===== config.mk =====
export PLATFORM = sky130hd
export DESIGN_NAME = j4_boot_loader
export DESIGN_NICKNAME = d
export VERILOG_FILES = /design/src/rtl/j4_boot_loader.sv
export SDC_FILE = /design/constraint.sdc
export NUM_CORES = 1
export LEC_CHECK = 0
export ABC_AREA = 1
export BUFFER_PORTS_ARGS = -buffer_cell sky130_fd_sc_hd__clkbuf_2
export CAP_MARGIN = 10
export CORE_MARGIN = 2
export CORE_UTILIZATION = 53
export DETAILED_ROUTE_END_ITERATION = 16
export MAX_ROUTING_LAYER = met4
export PLACE_DENSITY = 0.86
export SYNTH_ARGS = -nofsm -noshare
export SYNTH_HDL_FRONTEND = slang
export SYNTH_SLANG_ARGS = --single-unit
export TNS_END_PERCENT = 50

===== constraint.sdc =====
create_clock -name clk -period 1.9 [get_ports clk]
set_clock_uncertainty 0.15 [all_clocks]
set_input_delay 0.285 -clock clk [delete_from_list [all_inputs] [get_ports clk]]
set_output_delay 0.285 -clock clk [all_outputs]
set_load 0.05 [all_outputs]

===== src/rtl/j4_boot_loader.sv =====
// Framed byte-stream program loader for the j4 core: assembles 16-bit words,
// writes them into RAM from LOAD_BASE upward and releases the core on a good checksum.
module j4_boot_loader #(
  parameter int                WIDTH     = 16,
  parameter int                ADDR_W    = 16,
  parameter logic [ADDR_W-1:0] LOAD_BASE = '0
) (
  input  logic              clk,
  input  logic              rst_n,
  input  logic              rx_valid,
  input  logic [7:0]        rx_data,
  output logic              rx_ready,
  input  logic              restart,
  output logic              mem_we,
  output logic [ADDR_W-1:0] mem_addr,
  output logic [WIDTH-1:0]  mem_wdata,
  output logic              cpu_run,
  output logic              err
);

  localparam logic [2:0] S_IDLE   = 3'd0;
  localparam logic [2:0] S_LEN_HI = 3'd1;
  localparam logic [2:0] S_LEN_LO = 3'd2;
  localparam logic [2:0] S_D_HI   = 3'd3;
  localparam logic [2:0] S_D_LO   = 3'd4;
  localparam logic [2:0] S_CSUM   = 3'd5;
  localparam logic [2:0] S_RUN    = 3'd6;
  localparam logic [2:0] S_ERR    = 3'd7;

  logic [2:0]  state;
  logic [15:0] len;
  logic [15:0] idx;
  logic [7:0]  csum;
  logic [7:0]  hi;
  logic        accept;
  logic        terminal;

  assign terminal = (state == S_RUN) || (state == S_ERR);
  assign rx_ready = !terminal;
  assign accept   = rx_valid && rx_ready;

  always_ff @(posedge clk or negedge rst_n) begin
    if (!rst_n) begin
      state     <= S_IDLE;
      len       <= '0;
      idx       <= '0;
      csum      <= '0;
      hi        <= '0;
      mem_we    <= 1'b0;
      mem_addr  <= '0;
      mem_wdata <= '0;
      cpu_run   <= 1'b0;
      err       <= 1'b0;
    end else begin
      mem_we <= 1'b0;
      if (restart && terminal) begin
        state   <= S_IDLE;
        cpu_run <= 1'b0;
        err     <= 1'b0;
        len     <= '0;
        idx     <= '0;
        csum    <= '0;
      end else if (accept) begin
        case (state)
          S_IDLE: begin
            // Anything other than the start byte is silently dropped.
            if (rx_data == 8'hA5) begin
              state <= S_LEN_HI;
              csum  <= '0;
              idx   <= '0;
            end
          end
          S_LEN_HI: begin
            len[15:8] <= rx_data;
            csum      <= csum ^ rx_data;
            state     <= S_LEN_LO;
          end
          S_LEN_LO: begin
            len[7:0] <= rx_data;
            csum     <= csum ^ rx_data;
            state    <= ({len[15:8], rx_data} != 16'd0) ? S_D_HI : S_CSUM;
          end
          S_D_HI: begin
            hi    <= rx_data;
            csum  <= csum ^ rx_data;
            state <= S_D_LO;
          end
          S_D_LO: begin
            // Address wraps modulo 2^ADDR_W past the top of memory.
            mem_we    <= 1'b1;
            mem_addr  <= LOAD_BASE + ADDR_W'(idx);
            mem_wdata <= WIDTH'({hi, rx_data});
            csum      <= csum ^ rx_data;
            idx       <= idx + 16'd1;
            state     <= (idx + 16'd1 == len) ? S_CSUM : S_D_HI;
          end
          S_CSUM: begin
            if (csum == rx_data) begin
              state   <= S_RUN;
              cpu_run <= 1'b1;
            end else begin
              state <= S_ERR;
              err   <= 1'b1;
            end
          end
          default: state <= S_IDLE;
        endcase
      end
    end
  end

endmodule


[Word level (Yosys, flattened, before mapping)]
Cells that the tools add are included.
Word-level totals
  bits in registers: 86
  logic and storage cells: 79
  bits of input ports: 12
Cells by class
  reductions and logical operators: 23
  bitwise logic cells: 2
  add/subtract/negate cells: 1
  mux-type cells: 30
  equal/unequal tests: 12
Operators with widths (number)
  $mux W16: 5
  $mux W8: 5
  $pmux W16 S2: 1
  $pmux W3 S6: 1
  $reduce_and A3 Y1: 6
  $add A16 B1 Y16 const B: 1
  $eq A16 B16 Y1: 1
  $pmux W8 S2: 1
  $reduce_bool A16 Y1: 1
  $mux W3: 5
  $eq A3 B3 Y1 const B: 4
  $mux W1: 12
  $reduce_bool A2 Y1: 5
  $eq A8 B8 Y1: 1
  $eq A8 B8 Y1 const B: 1
  $xor A8 B8 Y8: 1
  $eq A3 B2 Y1 const B: 2
  $reduce_and A2 Y1: 3
  $reduce_bool A3 Y1: 2
  $reduce_or A4 Y1: 1
  $eq A3 B1 Y1 const B: 1
  $logic_not A3 Y1: 1
  $ne A3 B3 Y1 const B: 1
  $logic_and A1 B1 Y1: 2
  other kinds (4): 4

[Depth between registers and ports, before layout]
  depth after elaboration: 6
  depth in mapped cells: 16
  mapped depth without buffers: 16

[Least setup slack after synthesis]
No wires, ideal clock.
  path type: flip-flop to flip-flop
  start: register state[2]
  end: register idx[3]
  setup slack: -0.204 ns
  arrival time: 1.824 ns
  library setup time: 0.130 ns
  path buffers: 2
  cell stages (with the launch flop): 9
  data required time: 1.620 ns
  cell sequence: dfrtp_1 clkbuf_8 nand2_1 nand2_1 nand2_1 nand2_1 nor2_1 buf_2 o22ai_1
On the way
  longest elaborated chain between the ends: 6
  elaborated cells between the ends (all ways): 15
  those cells by class: eq/ne: 4; mux: 3; reduce/logical: 8
Ends and longest elaborated chain
  start, declared: line 30  | logic [2:0] state;
  start signal, assigned: line 81  | state <= ({len[15:8], rx_data} != 16'd0) ? S_D_HI : S_CSUM;
  start signal, assigned: line 95  | state <= (idx + 16'd1 == len) ? S_CSUM : S_D_HI;
  $eq A3 B3 Y1: line 38  | assign terminal = (state == S_RUN) || (state == S_ERR);
  $logic_or A1 B1 Y1 *: line 38
  $logic_not A1 Y1 *: line 39  | assign rx_ready = !terminal;
  via rx_ready: line 12  | output logic rx_ready,
  $logic_and A1 B1 Y1 *: line 40  | assign accept = rx_valid && rx_ready;
  $reduce_bool A2 Y1 (no source line) *
  $reduce_and A3 Y1 (no source line) *
  end signal, assigned: line 94  | idx <= idx + 16'd1;
  end, declared: line 32  | logic [15:0] idx;
The timed path passes the listed nets; every way through them passes the cells marked *. The select of a mux whose other input is x is not followed.
A chain may end at the register's enable or synchronous reset.

[Final worst setup path]
  start: register idx[0]
  end: register state[1]
On the way
  longest elaborated chain between the ends: 6
Ends and longest elaborated chain
  $add A16 B1 Y16: line 95
  $eq A16 B16 Y1: line 95
  $mux W3: line 95
  $pmux W3 S6: line 64  | case (state)
  $mux W3: line 63  | end else if (accept) begin
  $mux W3: line 56  | if (restart && terminal) begin
Every way passes these cells. The select of a mux whose other input is x is not followed.

==> summary.md <==
| Metric | Value |
|---|---|
| I/O pin count | `48` |
| Clock Sinks | `86` |
| Cell count after synthesis | `560` |
| Pre-CTS setup slack | `-0.100 ns` |
| Hold Crit Class | `input port to flip-flop` |
| Largest net degree at the start of global routing | `36` |
| Fmax | `473 MHz` |
| Vias per Instance | `5.48` |
| Yosys warning count | `0` |
| Total CTS buffers | `9` |
| WP data required | `2.02 ns` |
| Die X | `94.6 um` |
| DRC Markers | `0` |
| Critical R2R Launch | `idx[0]` |
| Largest family of logic cells by synthesized area | `simple AND/OR/NAND/NOR gates` |
| GPL Wtd Cong | `0.964` |
| Global-route wire length before repair | `17,600 um` |
| XOR/XNOR share of the synthesized area | `1.81%` |
| Critical Path Start Type | `flip-flop` |
| Crit path max fanout | `6` |
| Core area | `0.00809 mm2` |
| Combinational power share | `47.6%` |
| Die Ht | `94.6 um` |
| CTS tree | `built` |
| Crit end category | `flip-flop` |
| Row Count | `33` |
| Placed cell areas | `0.00492 mm2` |
| RSZ-0062 raised after global routing | `yes` |
| Reg2reg end | `state[1]` |
| Setup CP Type | `flip-flop to flip-flop` |
| WL/cell | `14.6 um` |
| Commonest non-fill, non-tap cell in the layout | `nand2_1` |
| CTS root buffer | `clkbuf_8` |
| Antenna violations before repair | `0` |
| Worst hold path cell count | `3` |
| Crit share post-route | `111%` |
| Vias in the first global route | `3,866` |
| Setup violations, final | `2` |
| Initial DRC Count | `301` |
| Fin area | `0.00527 mm2` |
| Final core occ | `65.1%` |
| Layout cell share with drive strength beyond 1 | `21.7%` |
| Internal power | `4.37 mW` |
| Final number of hold-violating endpoints | `0` |
| Die area | `0.00895 mm2` |
| Syn Area/Cell | `7.77 um2` |
| Total routing usage reported by global routing | `25.9%` |
| Power density cells | `1600 mW/mm2` |
| Clock slew at reported path FFs | `0.10 ns` |
| Seq pwr share | `35.9%` |
| Max-cap viol count | `0` |
| Switch Pwr | `4.03 mW` |
| Synthesized Nets | `573` |
| Synthesis-stage register bit count | `86` |
| Placed instance count | `729` |
| P&R area growth vs syn | `21.1%` |
| Vias | `4,117` |
| Leak | `2.69 nW` |
| Outcome | `finished, violations left` |
| Slew @ Worst Pin | `0.312 ns` |
| Worst IR Drop VDD | `1170 uV` |
| Number of routed nets with antenna violations | `0` |
| Post-layout net count | `654` |
| # diodes | `0` |
| Yosys cell types | `32` |
| I/O Buffers | `47` |
| Cell Count, Final, Fillers Out | `751` |
| Arr. time, crit path | `2.24 ns` |
| CTS H-tree depth | `3` |
| Synth Cell Area | `0.00435 mm2` |
| Simple-gate share of the synthesized area | `28.6%` |
| Slew Limit Fails | `0` |
| Synth Area in Compound Gates | `11.1%` |
| Final WS setup | `-0.213 ns` |
| First-pass iteration count of the detailed router | `5` |
| Adder-Cell Fraction of Synth Area | `0.288%` |
| Later-pin clock latency in the skew report | `0.37 ns` |
| Final Routed Wirelength | `10,900 um` |
| Sw Share | `48.0%` |
| R2R Setup Slk | `-0.21 ns` |
| Max_slew headroom | `79.2%` |
| Clock network fraction of total power | `16.6%` |
| Initial core utilization | `53.7%` |
| GRT overflow | `0` |
| Final HPWL DP | `7900 um` |
| Most frequent cells in the layout | `171 x nand2_1, 85 x dfrtp_1, 78 x inv_1` |
| Register area share after synthesis | `49.5%` |
| Failing checks | `negative setup slack` |
| Period minus WS final | `2.11 ns` |
| Post-synthesis mux area share | `0%` |
| R2R cell count | `15` |
| Hold Path End | `hi[1]` |
| HP Start | `rx_data[1]` |
| Clock buffer depth | `2` |
final cells by class:
type	instances	area, um2
fillers	673	2830
flip-flops and latches	86	2150
multi-input cells	382	1910
repair buffers	83	567
inverters	79	299
well taps	105	131
clock buffers	9	124
clock inverters	7	86.3
worst max path at each step:
stage	start	to	cells after the start
floorplan	state[2]	csum[0]	7
global placement	idx[0]	state[1]	14
detailed placement	idx[0]	state[2]	13
CTS	idx[1]	state[2]	15
global route	idx[0]	state[1]	16
finish	idx[0]	state[1]	15
critical path, cell delays in order (launching register included):
cell and delay, ns:
dfrtp_1 0.42, ha_4 0.19, nand2_4 0.06, nor2_4 0.21
buf_6 0.12, nand4_1 0.17, nand2_2 0.14, nand2_1 0.05
nand2_1 0.07, nand2_1 0.05, nor2_1 0.10, nand3_1 0.08
nand2_1 0.07, nand2_1 0.04, nand2_1 0.05, nand2_1 0.04
sequential cells by signal (all words and copies together) (netlist names):
| register | count |
|---|---|
| idx | 16 |
| len | 16 |
| mem_addr | 16 |
| mem_wdata | 16 |
| csum | 8 |
| hi | 8 |
| state | 3 |
| cpu_run | 1 |
| err | 1 |
| mem_we | 1 |
power groups by stage:
| stage | registers, mW | logic, mW | clock network (mW) |
|---|---|---|---|
| after floorplan | 4.06 | 1.76 | 0 |
| after global placement | 2.97 | 3.78 | 0 |
| after detailed placement | 3.02 | 3.89 | 0 |
| after CTS | 2.99 | 3.92 | 1.41 |
| after global routing | 3.10 | 4.38 | 1.49 |
| final | 3.02 | 4.00 | 1.39 |
routing by layer:
layer | vias up | GRT usage (%) | routed length, um
li1 | 1963 | - | -
met1 | 1952 | 32.8 | 4730
met2 | 174 | 41.0 | 5280
met3 | 28 | 4.95 | 671
met4 | 0 | 10.9 | 251
met5 | - | - | 0
cells by family after synthesis:
group                    after synthesis
AND/OR/NAND/NOR                      286
buffers and inverters                 92
AO/OA/AOI/OAI                         86
flip-flops                            86
XOR/XNOR                               9
adder cells (fa/ha/maj)                1
metrics by stage:
stage	hold WS [ns]	setup TNS, ns	total power, mW
6_report	0.106	-0.376	8.41
5_1_grt	0.133	-0.718	8.97
4_1_cts	0.0899	-0.190	8.32
2_1_floorplan	-0.161	0	5.83
3_3_place_gp	0.0412	-0.0619	6.75
3_5_place_dp	0.0475	-0.179	6.91
repair_timing:
item                                    in CTS  in global routing
endpoints found under the setup margin       2                 58
setup buffers                                0                  5
pin swaps                                    3                 16
resized for setup                            4                 24
hold endpoints to repair                    70                  0
hold buffers                                 2                  0
cell usage after synthesis:
cell type | instances | area [um2]
a21oi_1 | 3 | 15.0
a31oi_1 | 2 | 12.5
buf_2 | 5 | 25.0
buf_6 | 2 | 22.5
clkbuf_1 | 5 | 18.8
clkbuf_8 | 1 | 13.8
dfrtp_1 | 86 | 2150
ha_1 | 1 | 12.5
inv_1 | 78 | 293
inv_2 | 1 | 3.75
nand2_1 | 177 | 664
nand2_2 | 7 | 43.8
nand2_4 | 1 | 11.3
nand3_1 | 38 | 190
nand3_2 | 1 | 10.0
nand4_1 | 15 | 93.8
nor2_1 | 32 | 120
nor2_2 | 4 | 25.0
nor2_4 | 4 | 45.0
nor3_1 | 2 | 10.0
nor4_1 | 1 | 6.26
o211ai_1 | 1 | 7.51
o21a_1 | 2 | 15.0
o21ai_0 | 53 | 265
o21ai_1 | 2 | 10.0
o21ai_2 | 2 | 17.5
o22ai_1 | 20 | 125
o41ai_2 | 1 | 16.3
or2_2 | 3 | 18.8
or3_1 | 1 | 6.26
xnor2_1 | 4 | 35.0
xor2_1 | 5 | 43.8
No activity file was read; power rests on OpenSTA's default activity.
